$ cat src/rtl/lsu_mem_ctrl.sv
// lsu_mem_ctrl: memory-stage load/store unit; splits misaligned accesses into two word beats.
module lsu_mem_ctrl #(
    parameter int ADDR_W = 32,
    parameter int DATA_W = 32
) (
    input  logic              clk,
    input  logic              rst,
    input  logic              req_i,
    input  logic              we_i,
    input  logic [ADDR_W-1:0] addr_i,
    input  logic [DATA_W-1:0] wdata_i,
    input  logic [2:0]        dmem_size_i,
    input  logic [2:0]        r_size_i,
    input  logic              load_extend_s_i,
    output logic              stall_o,
    output logic [DATA_W-1:0] rdata_o,
    output logic              rdata_valid_o,
    output logic              mem_req_o,
    output logic              mem_we_o,
    output logic [ADDR_W-1:0] mem_addr_o,
    output logic [3:0]        mem_be_o,
    output logic [DATA_W-1:0] mem_wdata_o,
    input  logic              mem_ack_i,
    input  logic [DATA_W-1:0] mem_rdata_i
);
    typedef enum logic [1:0] {IDLE, ACC1, ACC2, DONE} state_t;
    state_t state;
    logic we, sext, null_st, acc, split, fin;
    logic [ADDR_W-1:0] addr;
    logic [31:0] wdata, lo, hi, lo_n, hi_n, sh, ext;
    logic [3:0] pat, pat_n;
    logic [2:0] sz;
    logic [7:0] be_w;
    logic [63:0] wd_w;
    always_comb begin
        sz = we_i ? r_size_i : dmem_size_i;
        null_st = we_i && !(sz == 3'b001 || sz == 3'b010 || sz == 3'b100);
        pat_n = sz == 3'b001 ? 4'b0001 : sz == 3'b010 ? 4'b0011 : 4'b1111;
        // upper nibble / upper word of these shifts belong to the second beat
        be_w = {4'b0000, pat} << addr[1:0];
        wd_w = {32'b0, wdata} << {addr[1:0], 3'b000};
        split = |be_w[7:4];
        acc = state == ACC1 || state == ACC2;
        fin = mem_ack_i && (state == ACC2 || (state == ACC1 && !split));
        lo_n = state == ACC1 ? mem_rdata_i : lo;
        hi_n = state == ACC2 ? mem_rdata_i : hi;
        sh = 32'({hi_n, lo_n} >> {addr[1:0], 3'b000});
        ext = pat == 4'b0001 ? {{24{sext & sh[7]}}, sh[7:0]} :
              pat == 4'b0011 ? {{16{sext & sh[15]}}, sh[15:0]} : sh;
    end
    assign stall_o = !rst && ((state == IDLE && req_i) || acc);
    assign mem_req_o = !rst && acc;
    assign mem_we_o = mem_req_o && we;
    assign mem_be_o = !mem_req_o ? 4'b0000 : state == ACC2 ? be_w[7:4] : be_w[3:0];
    assign mem_addr_o = {addr[ADDR_W-1:2], 2'b00} + (state == ACC2 ? ADDR_W'(4) : '0);
    assign mem_wdata_o = state == ACC2 ? wd_w[63:32] : wd_w[31:0];
    always_ff @(posedge clk) begin
        if (rst) begin
            state <= IDLE;
            we <= 1'b0;
            sext <= 1'b0;
            addr <= '0;
            wdata <= '0;
            pat <= '0;
            lo <= '0;
            hi <= '0;
            rdata_o <= '0;
            rdata_valid_o <= 1'b0;
        end else begin
            rdata_valid_o <= fin && !we;
            if (fin && !we) rdata_o <= ext;
            if (state == IDLE && req_i) begin
                we <= we_i;
                addr <= addr_i;
                wdata <= wdata_i;
                pat <= pat_n;
                sext <= load_extend_s_i;
                state <= null_st ? DONE : ACC1;
            end else if (state == ACC1 && mem_ack_i) begin
                lo <= mem_rdata_i;
                state <= split ? ACC2 : DONE;
            end else if (state == ACC2 && mem_ack_i) begin
                hi <= mem_rdata_i;
                state <= DONE;
            end else if (state == DONE) begin
                state <= IDLE;
            end
        end
    end
endmodule

$ cat config.mk
export PLATFORM = sky130hd
export DESIGN_NAME = lsu_mem_ctrl
export DESIGN_NICKNAME = d
export VERILOG_FILES = /design/src/rtl/lsu_mem_ctrl.sv
export SDC_FILE = /design/constraint.sdc
export NUM_CORES = 1
export LEC_CHECK = 0
export ABC_AREA = 1
export BUFFER_PORTS_ARGS = -buffer_cell sky130_fd_sc_hd__buf_2
export CORE_MARGIN = 2
export CORE_UTILIZATION = 48
export DETAILED_ROUTE_END_ITERATION = 6
export PLACE_DENSITY = 0.85
export SLEW_MARGIN = 20
export SYNTH_ARGS = -nofsm -noshare
export SYNTH_HDL_FRONTEND = slang
export SYNTH_SLANG_ARGS = --single-unit
$ cat constraint.sdc
create_clock -name clk -period 5.2 [get_ports clk]
set_clock_uncertainty 0.1 [all_clocks]
set_input_delay 0.52 -clock clk [delete_from_list [all_inputs] [get_ports clk]]
set_output_delay 0.52 -clock clk [all_outputs]
set_load 0.01 [all_outputs]
# == Yosys cells after proc, flatten, opt, wreduce, memory -nomap -nowiden ==
# Cells that the tools add are included.
# classes
mux,17
n_bitwise,4
reduce_logical,24
shift,3
eq_ne,8
n_addsub,1
# ops
operator,n
32-bit 2-to-1 mux,5
32-bit by 5-bit left shift with 64-bit output,1
64-bit by 5-bit >> shifter with 32-bit output,1
32-bit by 3-bit adder with 32-bit output,1
4-bit 2-to-1 mux,4
1-bit logical AND,10
2-bit 2-to-1 mux,5
4-bit by 2-bit left shift with 8-bit output,1
3-bit 2-to-1 mux,2
1-bit logical OR,5
"2-bit == test, second input constant",2
"4-bit by 1-bit == test with 1-bit output, second input constant",1
"4-bit by 2-bit == test with 1-bit output, second input constant",1
1-bit zero test,4
4-bit nonzero test,1
4-bit OR reduction,1
"3-bit by 1-bit == test with 1-bit output, second input constant",1
"3-bit by 2-bit == test with 1-bit output, second input constant",1
"3-bit == test, second input constant",1
3-bit AND reduction,1
1-bit AND,2
"2-bit by 1-bit == test with 1-bit output, second input constant",1
2-bit zero test,1
1-bit inverter,2
2 further kinds,2
# word_totals
elab_cells,67
ff_bits,169
in_bits,108

# == Logic depth before layout (Yosys ltp) ==
# logic_depth
word_depth,8
mapped_depth,13
depth_no_buf,11

# == Worst setup path before layout ==
# Ideal clock, no wire load.
# synth_timing
path_type,reg2out
from,reg state[0]
to,out mem_addr_o[22]
arrival_time_ps,1988
setup_slack_ps,2592
path_stages_with_launch,12
cell_sequence,dfxtp_1 -> inv_1 -> ha_1 -> ha_1 -> ha_1 -> nand2_1 -> nor3_2 -> nand2_1 -> nor2_1 -> nand2_1 -> nor2_1 -> xor2_1
# synth_between
elab_chain_cells,3
# synth_lines
element,line_no,text
"start, declared",27,state_t state;
"start signal, assigned",78,state <= null_st ? DONE : ACC1;
"start signal, assigned",81,state <= split ? ACC2 : DONE;
2-bit == test,55,"assign mem_addr_o = {addr[ADDR_W-1:2], 2'b00} + (state == ACC2 ? ADDR_W'(4) : '0);"
3-bit 2-to-1 mux,55,
32-bit by 3-bit adder with 32-bit output,55,
"end, declared",20,"output logic [ADDR_W-1:0] mem_addr_o,"
# Every way passes these cells.

# == Worst setup path in the final report ==
# Same ends and word-level chain as after synthesis.

==> results.sh <==
export IMPL_max_stage_delay_ns=0.55
export IMPL_yosys_warnings=0
export IMPL_rows=49
export IMPL_worstSetupEndpointType="output pin"
export IMPL_topRoutingLayerUsed="met4"
export IMPL_setup_worst_path_class="flop to output pin"
export IMPL_min_period_ns=3.75
export IMPL_areaGrowthSynthToFinish_pct=18.2
export IMPL_critical_path_top_delay_family="adder cells"
export IMPL_setup_slack_ns=1.45
export IMPL_fmaxAchievable_ghz=0.267
export IMPL_grt_max_degree=102
export IMPL_synth_edff_count=0
export IMPL_cellLeakagePower_nw=5.00
export IMPL_die_w_um=141
export IMPL_ant_nets=0
export IMPL_drtPass1Iterations=5
export IMPL_ctsResizeCount=0
export IMPL_setup_tns_ns=0
export IMPL_numCtsBuffers=17
export IMPL_vdd_drop_max_uv=259
export IMPL_synth_top_area_frac=0.358
export IMPL_path_cells="inv_1 > ha_1 > ha_1 > ha_1 > nand2_1 > nor3_2 > nand2_1 > nor2_1 > nand2_1 > nor2_1 > xor2_1 > buf_2"
export IMPL_remaining_drc_errors=0
export IMPL_postCtsSetupBuffers=0
export IMPL_place_ws_ns=1.93
export IMPL_cts_buffer_depth=2
export IMPL_antenna_found_initial=2
export IMPL_required_ns=4.58
export IMPL_grt_pass1_wl_um=47200
export IMPL_route_met2_wl_um=13100
export IMPL_vias=10075
export IMPL_clock_sinks=160
export IMPL_seq_area_frac_synth=0.358
export IMPL_setup_viol=0
export IMPL_num_io_pins=212
export IMPL_clock_latency_ns=0.43
export IMPL_slew_viol_final=0
export IMPL_path_max_fanout=15
export IMPL_start_util=0.493
export IMPL_vias_per_cell=5.56
export IMPL_clk_pin_slew_ns=0.06
export IMPL_placedCellCount=1779
export IMPL_layout_cells_non_filler=1811
export IMPL_crit_path_start_kind="flop"
export IMPL_drt_iter0_markers=1157
export IMPL_syn_area_um2=8950
export IMPL_nets=1683
export IMPL_grt_pass1_vias=9101
export IMPL_route_met3_wl_um=2720
export IMPL_hold_viol=0
export IMPL_async_flop_share=0
export IMPL_yosys_cell_count_top_type="nand2_1"
export IMPL_cts_tree="built"
export IMPL_fillCellCount=1780
export IMPL_core_um2=18100
export IMPL_ys_ff_latch=160
export IMPL_slew_headroom=0.401
export IMPL_ys_top_cells_by_area="dfxtp_1, nand2_1, o21ai_0"
export IMPL_groute_usage_overall=0.295
export IMPL_io_buffer_count=209
export IMPL_yosys_area_top_type="dfxtp_1"
export IMPL_layout_worst_path_cycle_share=0.720
export IMPL_synth_cells=1421
export IMPL_drt_wl_total_um=29400
export IMPL_fp_dieH_um=141
export IMPL_drv_cap=0
export IMPL_yosysUniqueCellTypes=39
export IMPL_synth_common_cells="nand2_1, nor2_1, o21ai_0"
export IMPL_wire_per_inst_um=16.2
export IMPL_dp_hpwl_um=20800
export IMPL_holdBufCountCts=0
export IMPL_rsz0062_at_grt="no"
export IMPL_cp_num_buf_inv=2
export IMPL_wl_met1_um=12700
export IMPL_cts_htree_levels=4
export IMPL_p_per_area_nw_per_um2=391
export IMPL_final_core_util=0.583
export IMPL_tightest_slew_ns=0.899
export IMPL_syn_avg_cell_area_um2=6.30
export IMPL_die_area_um2=19800
export IMPL_cp_slowest_cell="ha_1"
export IMPL_layout_drive_gt1_share=0.170
export IMPL_crit_arrival_ns=3.13
export IMPL_grt_overflow=0
export IMPL_cts_root_buf="clkbuf_16"
export IMPL_finalHoldWorstSlack_ns=0.237
export IMPL_hold_path_class="primary input to flop"
export IMPL_place_congestion=0.987
export IMPL_outcome="completed"
export IMPL_ys_flop_type="dfxtp_1"
==> stage by stage <==
stage | power, mW | area (um2)
floorplan | 2.40 | 8960
global placement | 2.81 | 9980
detailed placement | 2.83 | 9980
CTS | 4.11 | 10600
global route | 4.36 | 10600
finish | 4.13 | 10600
==> where the power goes <==
part           internal (mW)  switching (mW)
sequential              1.38           0.135
combinational          0.447           0.884
clock                  0.766           0.519
==> cells in the final DEF, fill, tap and decap left out, types with 2 or more instances in the layout <==
master	instances
o21ai_0	184
nand2_1	331
buf_4	12
nor4_1	2
o221ai_1	8
ha_1	6
dfxtp_1	159
inv_2	3
clkinv_4	4
nor2_1	225
xor2_1	18
a31oi_1	3
bufinv_16	3
nand2_2	3
xnor2_1	10
inv_1	86
buf_2	209
nand3_1	139
nand4_1	8
a21oi_1	87
o21ai_1	6
inv_6	2
o22ai_1	22
conb_1	2
clkbuf_16	17
diode_2	2
clkinv_2	3
nor3_1	9
==> worst min-delay path: stages <==
cell    delay (ns)
buf_2         0.09
nor2_1        0.04
nor2_1        0.08
==> path summary, 6_finish.rpt <==
check	start	end	slack [ns]	cells past startpoint
max	state[0]	mem_addr_o[22]	1.45	12
max reg2reg	state[0]	rdata_o[19]	1.99	13
min	mem_rdata_i[29]	lo[29]	0.24	3
min reg2reg	lo[8]	lo[8]	0.35	2
==> registers in the layout, indices dropped and copies added (netlist names) <==
signal         count
rdata_o           32
pat                3
lo                32
rdata_valid_o      1
wdata             32
sext               1
we                 1
state              2
addr              32
hi                24
==> metal layers <==
layer / vias up / track usage
li1: 4955 / -
met1: 4551 / 0.410
met2: 506 / 0.457
met3: 63 / 0.0568
met4: 0 / 0.109
met5: - / 0
==> cells by family after synthesis <==
family	count (synthesis)	share of synthesized area
AO/OA/AOI/OAI	316	0.187
XOR/XNOR	28	0.0274
adder cells (fa/ha/maj)	6	0.00839
buffers and inverters	185	0.0857
flip-flops	160	0.358
multiplexers	1	0.00112
other	1	0.000419
AND/OR/NAND/NOR	724	0.332
==> area by class of cell <==
class                      count  area (um2)  area share
timing repair buffer         222        1160       0.109
antenna                        2        5.00    0.000473
sequential                   160        3200       0.303
tap                          229         287      0.0271
clock inverter                12         160      0.0151
clock buffer                  18         439      0.0415
inverter                      91         343      0.0324
multi-input combinational   1077        4990       0.472
No activity file was read; power rests on OpenSTA's default activity.
